## src/rtl/tjrpu_wb_pkg.sv

```systemverilog
// ---------------------------------------------------------------------------
// tjrpu_wb_pkg
// Shared definitions for the tjrpu Wishbone slave front end:
//   - CSR word offsets (byte offset >> 2) inside the CSR region
//   - CTRL / STATUS bit indices
//   - slave FSM state encoding
//   - default read data returned when a memory access times out
// ---------------------------------------------------------------------------
package tjrpu_wb_pkg;

    // CSR word offsets, compared against wbs_adr_i[14:2]
    localparam logic [12:0] CSR_CTRL     = 13'h000;
    localparam logic [12:0] CSR_STATUS   = 13'h001;
    localparam logic [12:0] CSR_IRQ_EN   = 13'h002;
    localparam logic [12:0] CSR_IRQ_PEND = 13'h003;
    localparam logic [12:0] CSR_SCRATCH  = 13'h004;

    // CTRL bits
    localparam int CTRL_RUN_BIT = 0;
    localparam int CTRL_RST_BIT = 1;

    // STATUS bits
    localparam int STATUS_TO_BIT = 0;

    localparam int IRQ_W = 3;

    localparam logic [31:0] ERR_DATA_DEFAULT = 32'hDEAD_BEEF;

    typedef enum logic [1:0] {
        ST_IDLE = 2'd0,
        ST_MEM  = 2'd1,
        ST_ACK  = 2'd2
    } wb_state_e;

endpackage

```

## src/rtl/tjrpu_wb_csr.sv

```systemverilog
// ---------------------------------------------------------------------------
// tjrpu_wb_csr
// Local register bank of the Wishbone slave.
//   CTRL     (0x00) [0] run, [1] rst            RW, update when sel[0]
//   STATUS   (0x04) [0] to  sticky               W1C, update when sel[0]
//   IRQ_EN   (0x08) [2:0]                        RW, update when sel[0]
//   IRQ_PEND (0x0C) [2:0] set by evt             W1C, update when sel[0]
//   SCRATCH  (0x10) 32-bit                       RW, byte lanes via sel
// Ports:
//   clk, rst        clock, asynchronous active-high reset
//   wr_en           one-cycle write strobe from the slave FSM
//   word_addr       CSR word offset
//   wdata, sel      write data and byte selects
//   evt             core event pulses (set IRQ_PEND)
//   to_set          timeout pulse (sets STATUS.to)
//   rdata           combinational read mux output (0 for unmapped offsets)
//   irq             IRQ_PEND & IRQ_EN
//   core_run        CTRL.run
//   core_rst        CTRL.rst
// ---------------------------------------------------------------------------
module tjrpu_wb_csr
    import tjrpu_wb_pkg::*;
(
    input  logic              clk,
    input  logic              rst,
    input  logic              wr_en,
    input  logic [12:0]       word_addr,
    input  logic [31:0]       wdata,
    input  logic [3:0]        sel,
    input  logic [IRQ_W-1:0]  evt,
    input  logic              to_set,
    output logic [31:0]       rdata,
    output logic [IRQ_W-1:0]  irq,
    output logic              core_run,
    output logic              core_rst
);

    logic             ctrl_run;
    logic             ctrl_rst;
    logic             status_to;
    logic [IRQ_W-1:0] irq_en;
    logic [IRQ_W-1:0] irq_pend;
    logic [31:0]      scratch;

    // Non-SCRATCH registers are single-lane and only listen to byte lane 0.
    logic             lane0_wr;
    logic             status_w1c;
    logic [IRQ_W-1:0] pend_w1c;

    assign lane0_wr = wr_en & sel[0];

    always_comb begin
        status_w1c = 1'b0;
        pend_w1c   = '0;
        if (lane0_wr && (word_addr == CSR_STATUS)) begin
            status_w1c = wdata[STATUS_TO_BIT];
        end
        if (lane0_wr && (word_addr == CSR_IRQ_PEND)) begin
            pend_w1c = wdata[IRQ_W-1:0];
        end
    end

    always_ff @(posedge clk or posedge rst) begin
        if (rst) begin
            ctrl_run  <= 1'b0;
            ctrl_rst  <= 1'b1;
            status_to <= 1'b0;
            irq_en    <= '0;
            irq_pend  <= '0;
            scratch   <= '0;
        end else begin
            if (lane0_wr && (word_addr == CSR_CTRL)) begin
                ctrl_run <= wdata[CTRL_RUN_BIT];
                ctrl_rst <= wdata[CTRL_RST_BIT];
            end
            if (lane0_wr && (word_addr == CSR_IRQ_EN)) begin
                irq_en <= wdata[IRQ_W-1:0];
            end
            if (wr_en && (word_addr == CSR_SCRATCH)) begin
                for (int b = 0; b < 4; b++) begin
                    if (sel[b]) begin
                        scratch[8*b +: 8] <= wdata[8*b +: 8];
                    end
                end
            end
            // Set terms are OR-ed after the clear so a same-cycle set wins.
            status_to <= to_set | (status_to & ~status_w1c);
            irq_pend  <= evt | (irq_pend & ~pend_w1c);
        end
    end

    always_comb begin
        rdata = 32'h0;
        case (word_addr)
            CSR_CTRL:     rdata = {30'h0, ctrl_rst, ctrl_run};
            CSR_STATUS:   rdata = {31'h0, status_to};
            CSR_IRQ_EN:   rdata = {{(32-IRQ_W){1'b0}}, irq_en};
            CSR_IRQ_PEND: rdata = {{(32-IRQ_W){1'b0}}, irq_pend};
            CSR_SCRATCH:  rdata = scratch;
            default:      rdata = 32'h0;
        endcase
    end

    assign irq      = irq_pend & irq_en;
    assign core_run = ctrl_run;
    assign core_rst = ctrl_rst;

endmodule

```

## src/rtl/tjrpu_wb_slave.sv

```systemverilog
// ---------------------------------------------------------------------------
// tjrpu_wb_slave
// Wishbone classic slave front end. Decodes the 64 KiB window at BASE_ADDR:
// adr[15]=0 is the local CSR bank, adr[15]=1 is forwarded to the core's
// internal memory bus. Forwarded accesses are bounded by TIMEOUT cycles.
// Ports:
//   wb_clk_i, wb_rst_i        clock, asynchronous active-high reset
//   wbs_cyc_i/stb_i/we_i      Wishbone cycle, strobe, write enable
//   wbs_sel_i, wbs_adr_i      byte selects, byte address
//   wbs_dat_i / wbs_dat_o     write data / read data (0 outside ack)
//   wbs_ack_o                 single-cycle acknowledge
//   mem_req_o ... mem_wdata_o internal memory request and its payload
//   mem_ready_i, mem_rdata_i  internal memory completion and read data
//   evt_i / irq_o             core events in / interrupts out
//   core_run_o, core_rst_o    core run enable and soft reset (CTRL flops)
//   dbg_state                 current FSM state, for observation only
//
// Internal memory handshake: mem_req_o is the valid. Once raised, mem_req_o
// and every mem_* payload signal hold steady until the target asserts
// mem_ready_i (access completes on that edge, mem_rdata_i sampled there),
// the timeout expires, or the master drops wbs_cyc_i. mem_ready_i is only
// looked at while mem_req_o is high.
// ---------------------------------------------------------------------------
module tjrpu_wb_slave
    import tjrpu_wb_pkg::*;
#(
    parameter logic [31:0] BASE_ADDR = 32'h3000_0000,
    parameter int          MEM_AW    = 13,
    parameter int          TIMEOUT   = 64,
    parameter logic [31:0] ERR_DATA  = ERR_DATA_DEFAULT
) (
    input  logic              wb_clk_i,
    input  logic              wb_rst_i,
    input  logic              wbs_cyc_i,
    input  logic              wbs_stb_i,
    input  logic              wbs_we_i,
    input  logic [3:0]        wbs_sel_i,
    input  logic [31:0]       wbs_adr_i,
    input  logic [31:0]       wbs_dat_i,
    output logic              wbs_ack_o,
    output logic [31:0]       wbs_dat_o,
    output logic              mem_req_o,
    output logic              mem_we_o,
    output logic [MEM_AW-1:0] mem_addr_o,
    output logic [3:0]        mem_be_o,
    output logic [31:0]       mem_wdata_o,
    input  logic              mem_ready_i,
    input  logic [31:0]       mem_rdata_i,
    input  logic [IRQ_W-1:0]  evt_i,
    output logic [IRQ_W-1:0]  irq_o,
    output logic              core_run_o,
    output logic              core_rst_o,
    output wb_state_e         dbg_state
);

    localparam int              CW       = $clog2(TIMEOUT);
    localparam logic [CW-1:0]   CNT_LAST = CW'(TIMEOUT - 1);

    wb_state_e   state;
    wb_state_e   state_nxt;
    logic [CW-1:0] to_cnt;
    logic [31:0] rdata_q;
    logic [31:0] csr_rdata;

    logic hit;
    logic csr_hit;
    logic mem_hit;
    logic mem_timeout;
    logic csr_wr;

    // Byte-offset bits never participate in decode.
    logic unused_adr_lsb;
    assign unused_adr_lsb = &{1'b0, wbs_adr_i[1:0]};

    assign hit     = wbs_cyc_i & wbs_stb_i & (wbs_adr_i[31:16] == BASE_ADDR[31:16]);
    assign csr_hit = hit & ~wbs_adr_i[15];
    assign mem_hit = hit &  wbs_adr_i[15];

    // Ready takes priority over timeout on the final counted cycle; an
    // abort (cyc dropped) takes priority over both.
    assign mem_timeout = (state == ST_MEM) & wbs_cyc_i & ~mem_ready_i & (to_cnt == CNT_LAST);
    assign csr_wr      = (state == ST_IDLE) & csr_hit & wbs_we_i;

    // ---------------- state register ----------------
    always_ff @(posedge wb_clk_i or posedge wb_rst_i) begin
        if (wb_rst_i) begin
            state <= ST_IDLE;
        end else begin
            state <= state_nxt;
        end
    end

    // ---------------- next-state logic ----------------
    always_comb begin
        state_nxt = state;
        case (state)
            ST_IDLE: begin
                if (csr_hit) begin
                    state_nxt = ST_ACK;
                end else if (mem_hit) begin
                    state_nxt = ST_MEM;
                end
            end
            ST_MEM: begin
                if (!wbs_cyc_i) begin
                    state_nxt = ST_IDLE;
                end else if (mem_ready_i || (to_cnt == CNT_LAST)) begin
                    state_nxt = ST_ACK;
                end
            end
            ST_ACK:  state_nxt = ST_IDLE;
            default: state_nxt = ST_IDLE;
        endcase
    end

    // ---------------- outputs ----------------
    always_comb begin
        wbs_ack_o = (state == ST_ACK);
        wbs_dat_o = (state == ST_ACK) ? rdata_q : 32'h0;
        dbg_state = state;
    end

    // ---------------- datapath: memory bus, timeout counter, read data ----------------
    always_ff @(posedge wb_clk_i or posedge wb_rst_i) begin
        if (wb_rst_i) begin
            mem_req_o   <= 1'b0;
            mem_we_o    <= 1'b0;
            mem_addr_o  <= '0;
            mem_be_o    <= '0;
            mem_wdata_o <= '0;
            to_cnt      <= '0;
            rdata_q     <= '0;
        end else begin
            case (state)
                ST_IDLE: begin
                    if (csr_hit) begin
                        rdata_q <= wbs_we_i ? 32'h0 : csr_rdata;
                    end else if (mem_hit) begin
                        mem_req_o   <= 1'b1;
                        mem_we_o    <= wbs_we_i;
                        mem_addr_o  <= wbs_adr_i[MEM_AW+1:2];
                        mem_be_o    <= wbs_sel_i;
                        mem_wdata_o <= wbs_dat_i;
                        to_cnt      <= '0;
                    end
                end
                ST_MEM: begin
                    if (!wbs_cyc_i) begin
                        mem_req_o <= 1'b0;
                    end else if (mem_ready_i) begin
                        mem_req_o <= 1'b0;
                        rdata_q   <= mem_we_o ? 32'h0 : mem_rdata_i;
                    end else if (to_cnt == CNT_LAST) begin
                        mem_req_o <= 1'b0;
                        rdata_q   <= mem_we_o ? 32'h0 : ERR_DATA;
                    end else begin
                        to_cnt <= to_cnt + 1'b1;
                    end
                end
                default: begin
                    rdata_q <= 32'h0;
                end
            endcase
        end
    end

    tjrpu_wb_csr u_csr (
        .clk       (wb_clk_i),
        .rst       (wb_rst_i),
        .wr_en     (csr_wr),
        .word_addr (wbs_adr_i[14:2]),
        .wdata     (wbs_dat_i),
        .sel       (wbs_sel_i),
        .evt       (evt_i),
        .to_set    (mem_timeout),
        .rdata     (csr_rdata),
        .irq       (irq_o),
        .core_run  (core_run_o),
        .core_rst  (core_rst_o)
    );

endmodule
```

## config.mk

```make
export PLATFORM = sky130hd
export DESIGN_NAME = tjrpu_wb_slave
export DESIGN_NICKNAME = d
export VERILOG_FILES = /design/src/rtl/tjrpu_wb_pkg.sv /design/src/rtl/tjrpu_wb_csr.sv /design/src/rtl/tjrpu_wb_slave.sv
export SDC_FILE = /design/constraint.sdc
export NUM_CORES = 1
export LEC_CHECK = 0
export BUFFER_PORTS_ARGS = -buffer_cell sky130_fd_sc_hd__buf_2
export CAP_MARGIN = 10
export CORE_MARGIN = 2
export CORE_UTILIZATION = 35
export DETAILED_ROUTE_END_ITERATION = 8
export SYNTH_ARGS = -nofsm -noshare
export SYNTH_HDL_FRONTEND = slang
export SYNTH_SLANG_ARGS = --single-unit
```

## constraint.sdc

```tcl
create_clock -name wb_clk_i -period 4.4 [get_ports wb_clk_i]
set_input_delay 0.44 -clock wb_clk_i [delete_from_list [all_inputs] [get_ports wb_clk_i]]
set_output_delay 0.44 -clock wb_clk_i [all_outputs]
set_load 0.005 [all_outputs]
```

-- Word level (Yosys, flattened, before mapping)
Index checks and enable logic that the tools add are counted.
- output and inout port bits: 91
- input bits: 109
- bits in registers: 132
- logic and storage cells: 103
- bitwise gates (word level): 20
- muxes and demuxes: 29
- eq/ne operators: 18
- reductions and logical operators: 18
- add/subtract/negate cells: 1
- operators with widths (operator ; number):
    2-to-1 mux 32 bit ; 8
    case mux 32 bit (5 select lines) ; 1
    case mux 32 bit (2 select lines) ; 1
    2-to-1 mux 6 bit ; 5
    equality test 13 x 2 -> 1 bit, second input constant ; 2
    equality test 16 x 14 -> 1 bit, second input constant ; 1
    equality test 13 x 1 -> 1 bit, second input constant ; 1
    equality test 13 x 3 -> 1 bit, second input constant ; 1
    zero test 13 bit ; 1
    != test 2 bit, second input constant ; 6
    case mux 6 bit (2 select lines) ; 1
    bitwise AND 1 bit ; 11
    AND reduction 2 bit ; 5
    2-to-1 mux 2 bit ; 4
    adder 6 x 1 -> 6 bit, second input constant ; 1
    bitwise AND 3 bit ; 2
    equality test 6 bit, second input constant ; 1
    2-to-1 mux 1 bit ; 6
    != test 3 x 2 -> 1 bit, second input constant ; 2
    AND reduction 3 bit ; 2
    AND reduction 6 bit ; 1
    logical AND 1 bit ; 5
    != test 4 x 3 -> 1 bit, second input constant ; 1
    inverter 1 bit ; 4
    13 further kinds ; 13

-- Longest topological paths before layout
- depth in word-level cells: 11
- depth in mapped cells: 7

-- Cells and area by module
A second synthesis with hierarchy kept.
- cells, all modules: 614
- area, all modules: 6243.5 sq um
- by module, submodules not included (module ; area each (sq um) ; seq. area each (sq um) ; cells an instance ; times used):
    tjrpu_wb_slave ; 4210.3 ; 2277.2 ; 454 ; 1
    tjrpu_wb_csr ; 2033.2 ; 1027.2 ; 160 ; 1

-- Least setup slack after synthesis
OpenSTA, ideal clock, no wires.
- kind: in2reg
- start: input wbs_adr_i[21]
- end: register mem_wdata_o[21]
- data required time: 4.275 ns
- arrival: 2.141 ns
- setup time: 0.125 ns
- stages on the path: 6
- setup slack: 2.134 ns
- path through: nor4b_1 > nand4_2 > nor3_2 > buf_4 > buf_4 > mux2_2
- cells in the longest elaborated chain, start to end: 5
- RTL lines (element ; line ; source):
    start: declaration ; tjrpu_wb_slave.sv:38 ; input logic [31:0] wbs_adr_i,
    equality test 16 x 14 -> 1 bit (*) ; tjrpu_wb_slave.sv:75 ; assign hit = wbs_cyc_i & wbs_stb_i & (wbs_adr_i[31:16] == BASE_ADDR[31:16]);
    bitwise AND 1 bit (*) ; tjrpu_wb_slave.sv:75 ;
    bitwise AND 1 bit ; tjrpu_wb_slave.sv:76 ; assign csr_hit = hit & ~wbs_adr_i[15];
    inverter 1 bit (no line) ; n/a ;
    AND reduction 3 bit (no line) (*) ; n/a ;
    end signal: assignment ; tjrpu_wb_slave.sv:143 ; mem_wdata_o <= wbs_dat_i;
    end: declaration ; tjrpu_wb_slave.sv:46 ; output logic [31:0] mem_wdata_o,
Mark *: on every way between the ends. The rest lies on a longest branch, timed or not.
A chain may end at the register's enable or synchronous reset.

-- Worst setup path in the final report
- start: register state[0] (netlist: dbg_state[0])
- end: register u_csr.scratch[25]
- cells in the longest elaborated chain, start to end: 5
- RTL lines (element ; line ; source):
    start: declaration ; tjrpu_wb_slave.sv:59 ; wb_state_e state;
    start signal: assignment ; tjrpu_wb_slave.sv:89 ; state <= state_nxt;
    zero test 2 bit ; tjrpu_wb_slave.sv:82 ; assign csr_wr = (state == ST_IDLE) & csr_hit & wbs_we_i;
    bitwise AND 1 bit (2 in series) ; tjrpu_wb_slave.sv:82 ;
    logical AND 1 bit ; tjrpu_wb_csr.sv:79 ; if (wr_en && (word_addr == CSR_SCRATCH)) begin
    AND reduction 2 bit (no line) ; n/a ;
    end signal: indexed assignment ; tjrpu_wb_csr.sv:82 ; scratch[8*b +: 8] <= wdata[8*b +: 8];
    end: declaration ; tjrpu_wb_csr.sv:43 ; logic [31:0] scratch;
Every way passes these cells.

==> results.json <==
{
  "cp-endpoint": "u_csr.scratch[25]",
  "chipWidth_um": 138,
  "grt_max_degree": 104,
  "track_usage": 0.190,
  "power_leakage_nw": 4.39,
  "worst-endpoint-required_ns": 4.69,
  "finalMaxSlewViolations": 0,
  "yosysTopAreaCell": "dfrtp_1",
  "clock_skew_ns": 0.00664,
  "grt_pass1_vias": 5233,
  "cts_resized": 0,
  "clk_path_buf_depth": 2,
  "end_kind": "flip-flop",
  "setup_tns_ns": 0,
  "antenna_found_initial": 3,
  "drcViolationCount": 0,
  "fin_nets": 831,
  "rsz0062_at_grt": "no",
  "initial_core_util": 0.360,
  "via_per_inst": 5.14,
  "cts_hold_buf": 0,
  "start_kind": "flip-flop",
  "tritoncts": "done",
  "synthDistinctLibCells": 57,
  "synth_area_leaders": "dfrtp_1, mux2_2, mux2i_1",
  "status": "complete, no violations",
  "synth.ff_latch_count": 132,
  "r2r-end": "u_csr.scratch[25]",
  "ant_nets": 0,
  "cts_sinks": 132,
  "syn_area_um2": 6250,
  "hold_viol_final": 0,
  "path_clk_slew_ns": 0.06,
  "fin_crit_sh": 0.634,
  "async_flop_share": 1.00,
  "cp_max_fo": 10,
  "crit_start": "dbg_state[0]",
  "r2r_start": "dbg_state[0]",
  "grt_use_met2": 0.316,
  "path_cells": "nor4_2 -> nand4_2 -> nor4_4 -> mux2_2",
  "setup_viol": 0,
  "synth_nets": 637,
  "worstPathArrival_ns": 3.08,
  "pin_count": 200,
  "ir_drop_uv": 247,
  "crit_type": "reg2reg",
  "core_area_um2": 17400,
  "fp.dieH_um": 138,
  "synth_edf_count": 0,
  "use_met3": 0.0556,
  "syn_to_final_growth_pct": 30.3,
  "r2r_setup_slack_ns": 1.61,
  "seq_area_frac_synth": 0.528,
  "ys_warn_count": 0,
  "io_buffers": 197,
  "slew_headroom": 0.278,
  "cts.htree.levels": 4,
  "dp_hpwl_um": 12500,
  "powerDensity_nw_per_um2": 363,
  "setup_slack_ns": 1.61,
  "via_count": 4927,
  "busiest_layer": "met2",
  "multiInputGateArea_um2": 2630,
  "filler_cell_count": 1627,
  "place_ws_ns": 1.56,
  "ff_latch_area_um2": 3300,
  "cap_violations": 0,
  "place_inst": 927,
  "critPathMaxStageDelay_ns": 0.87,
  "reg2reg_depth": 4,
  "grt_util_met1": 0.236,
  "hold_class": "in2async",
  "worst_slew_pin_slew_ns": 1.08,
  "fin_cells": 959,
  "synthFlopType": "dfrtp_1",
  "antenna_cells": 0,
  "drtPass1Iterations": 5,
  "synth_top_area_frac": 0.524,
  "crit_slowest_cell": "nor4_4",
  "min_period_ns": 2.79,
  "root_buffer": "clkbuf_16",
  "wire_per_inst_um": 18.2,
  "syn_inst": 527,
  "grt_overflow": 0,
  "clk_latency_ns": 0.41,
  "rows": 48,
  "post-cts-setup-buffers": 0,
  "drive_above_1_share": 0.473,
  "grt_pass1_wl_um": 27200,
  "wirelength_um": 17500,
  "cts_buffers": 17,
  "routabilityCongestion": 0.793,
  "max_freq_mhz": 358,
  "die_area_um2": 19000,
  "drt_iter0_markers": 212,
  "syn_area_per_cell_um2": 11.9
}
-- sequential cells by signal, indices dropped and copies added, names as in the netlist, 3 cells and up --
signal and flops:
to_cnt 6, mem_addr_o 13, u_csr.scratch 32, u_csr.irq_pend 3
u_csr.irq_en 3, rdata_q 32, mem_wdata_o 32, mem_be_o 4
-- worst min path at each step --
stage                           from                end  slack (ns)  cells past startpoint
floorplan           u_csr.scratch[3]   u_csr.scratch[3]        0.46                      1
global placement    u_csr.scratch[3]   u_csr.scratch[3]        0.47                      1
detailed placement       mem_be_o[3]        mem_be_o[3]        0.48                      1
CTS                     wbs_dat_i[2]  u_csr.irq_pend[2]        0.23                      2
global route            wbs_dat_i[2]  u_csr.irq_pend[2]        0.25                      2
finish                      wb_rst_i    mem_wdata_o[19]        0.25                      2
-- cells in the mapped netlist, types with 4 or more instances --
cell and count:
nand2_1 11, mux2_2 91, a31oi_1 24, and2_1 5, nor4bb_1 4, nor3_1 24, nor4_1 8, nor4_4 4
xor2_1 4, buf_1 4, mux2i_1 24, dfrtp_1 131, a21oi_1 25, a32o_1 8, clkbuf_1 15, mux2_1 5
and3_1 10, nor2_1 14, inv_1 53, buf_2 10
-- critical path: cells and delay by family, from the launching register on --
kind,cells,cell delay [ns]
AND/OR/NAND/NOR,3,1.68
flip-flops,1,0.56
multiplexers,1,0.42
-- power breakdown --
part | leakage (nW) | switching, W | internal, W
Combinational | 2.33 | 0.0000851 | 0.0000534
Clock | 0.330 | 0.000533 | 0.00105
Sequential | 1.73 | 0.00000469 | 0.00123
-- area by class of cell --
cell class	count	area share
Timing Repair Buffer	207	0.130
Sequential cell	132	0.405
Clock buffer	20	0.0573
Clock inverter	12	0.0246
Tap cell	225	0.0345
Inverter	54	0.0255
Multi-Input combinational cell	309	0.322
-- cells in the final DEF (no fill, tap or decap), drive strengths merged, types with 3 or more instances in the layout --
| cell type | n |
|---|---|
| mux2i | 24 |
| inv | 54 |
| a31oi | 24 |
| nand2b | 3 |
| nor2 | 14 |
| clkbuf | 20 |
| a32o | 8 |
| and2 | 5 |
| nor3b | 3 |
| nor3 | 25 |
| xor2 | 4 |
| nor2b | 3 |
| mux2 | 96 |
| nor4bb | 4 |
| a21oi | 25 |
| nand3 | 3 |
| and3 | 10 |
| nand4 | 3 |
| nor4 | 14 |
| bufinv | 5 |
| dfrtp | 131 |
| buf | 207 |
| clkinv | 7 |
| nand2 | 11 |
-- per-stage QoR --
stage                     hold WS (ns)  power (W)  utilization  area (um^2)
after floorplan                  0.458    0.00131            -         6250
after global placement           0.472    0.00139        0.431         7480
after detailed placement         0.475    0.00140        0.431         7480
after CTS                        0.234    0.00300        0.470         8150
after global routing             0.246    0.00307        0.470         8150
final                            0.247    0.00296        0.470         8150
-- layer usage --
layer / vias up / part of all wire
met2: 184 / 0.47
met1: 2432 / 0.44
li1: 2284 / -
met4: 2 / 0.014
met5: - / 0.00046
met3: 25 / 0.077
-- logic make-up after synthesis --
| kind of cell | synth area share |
|---|---|
| flops | 0.528 |
| fa+ha+maj | 0.00200 |
| mux | 0.215 |
| buf+inv | 0.0560 |
| xor+xnor | 0.00560 |
| simple gates | 0.113 |
| compound gates | 0.0796 |
Note: power is estimated with default switching activity, not from simulation.
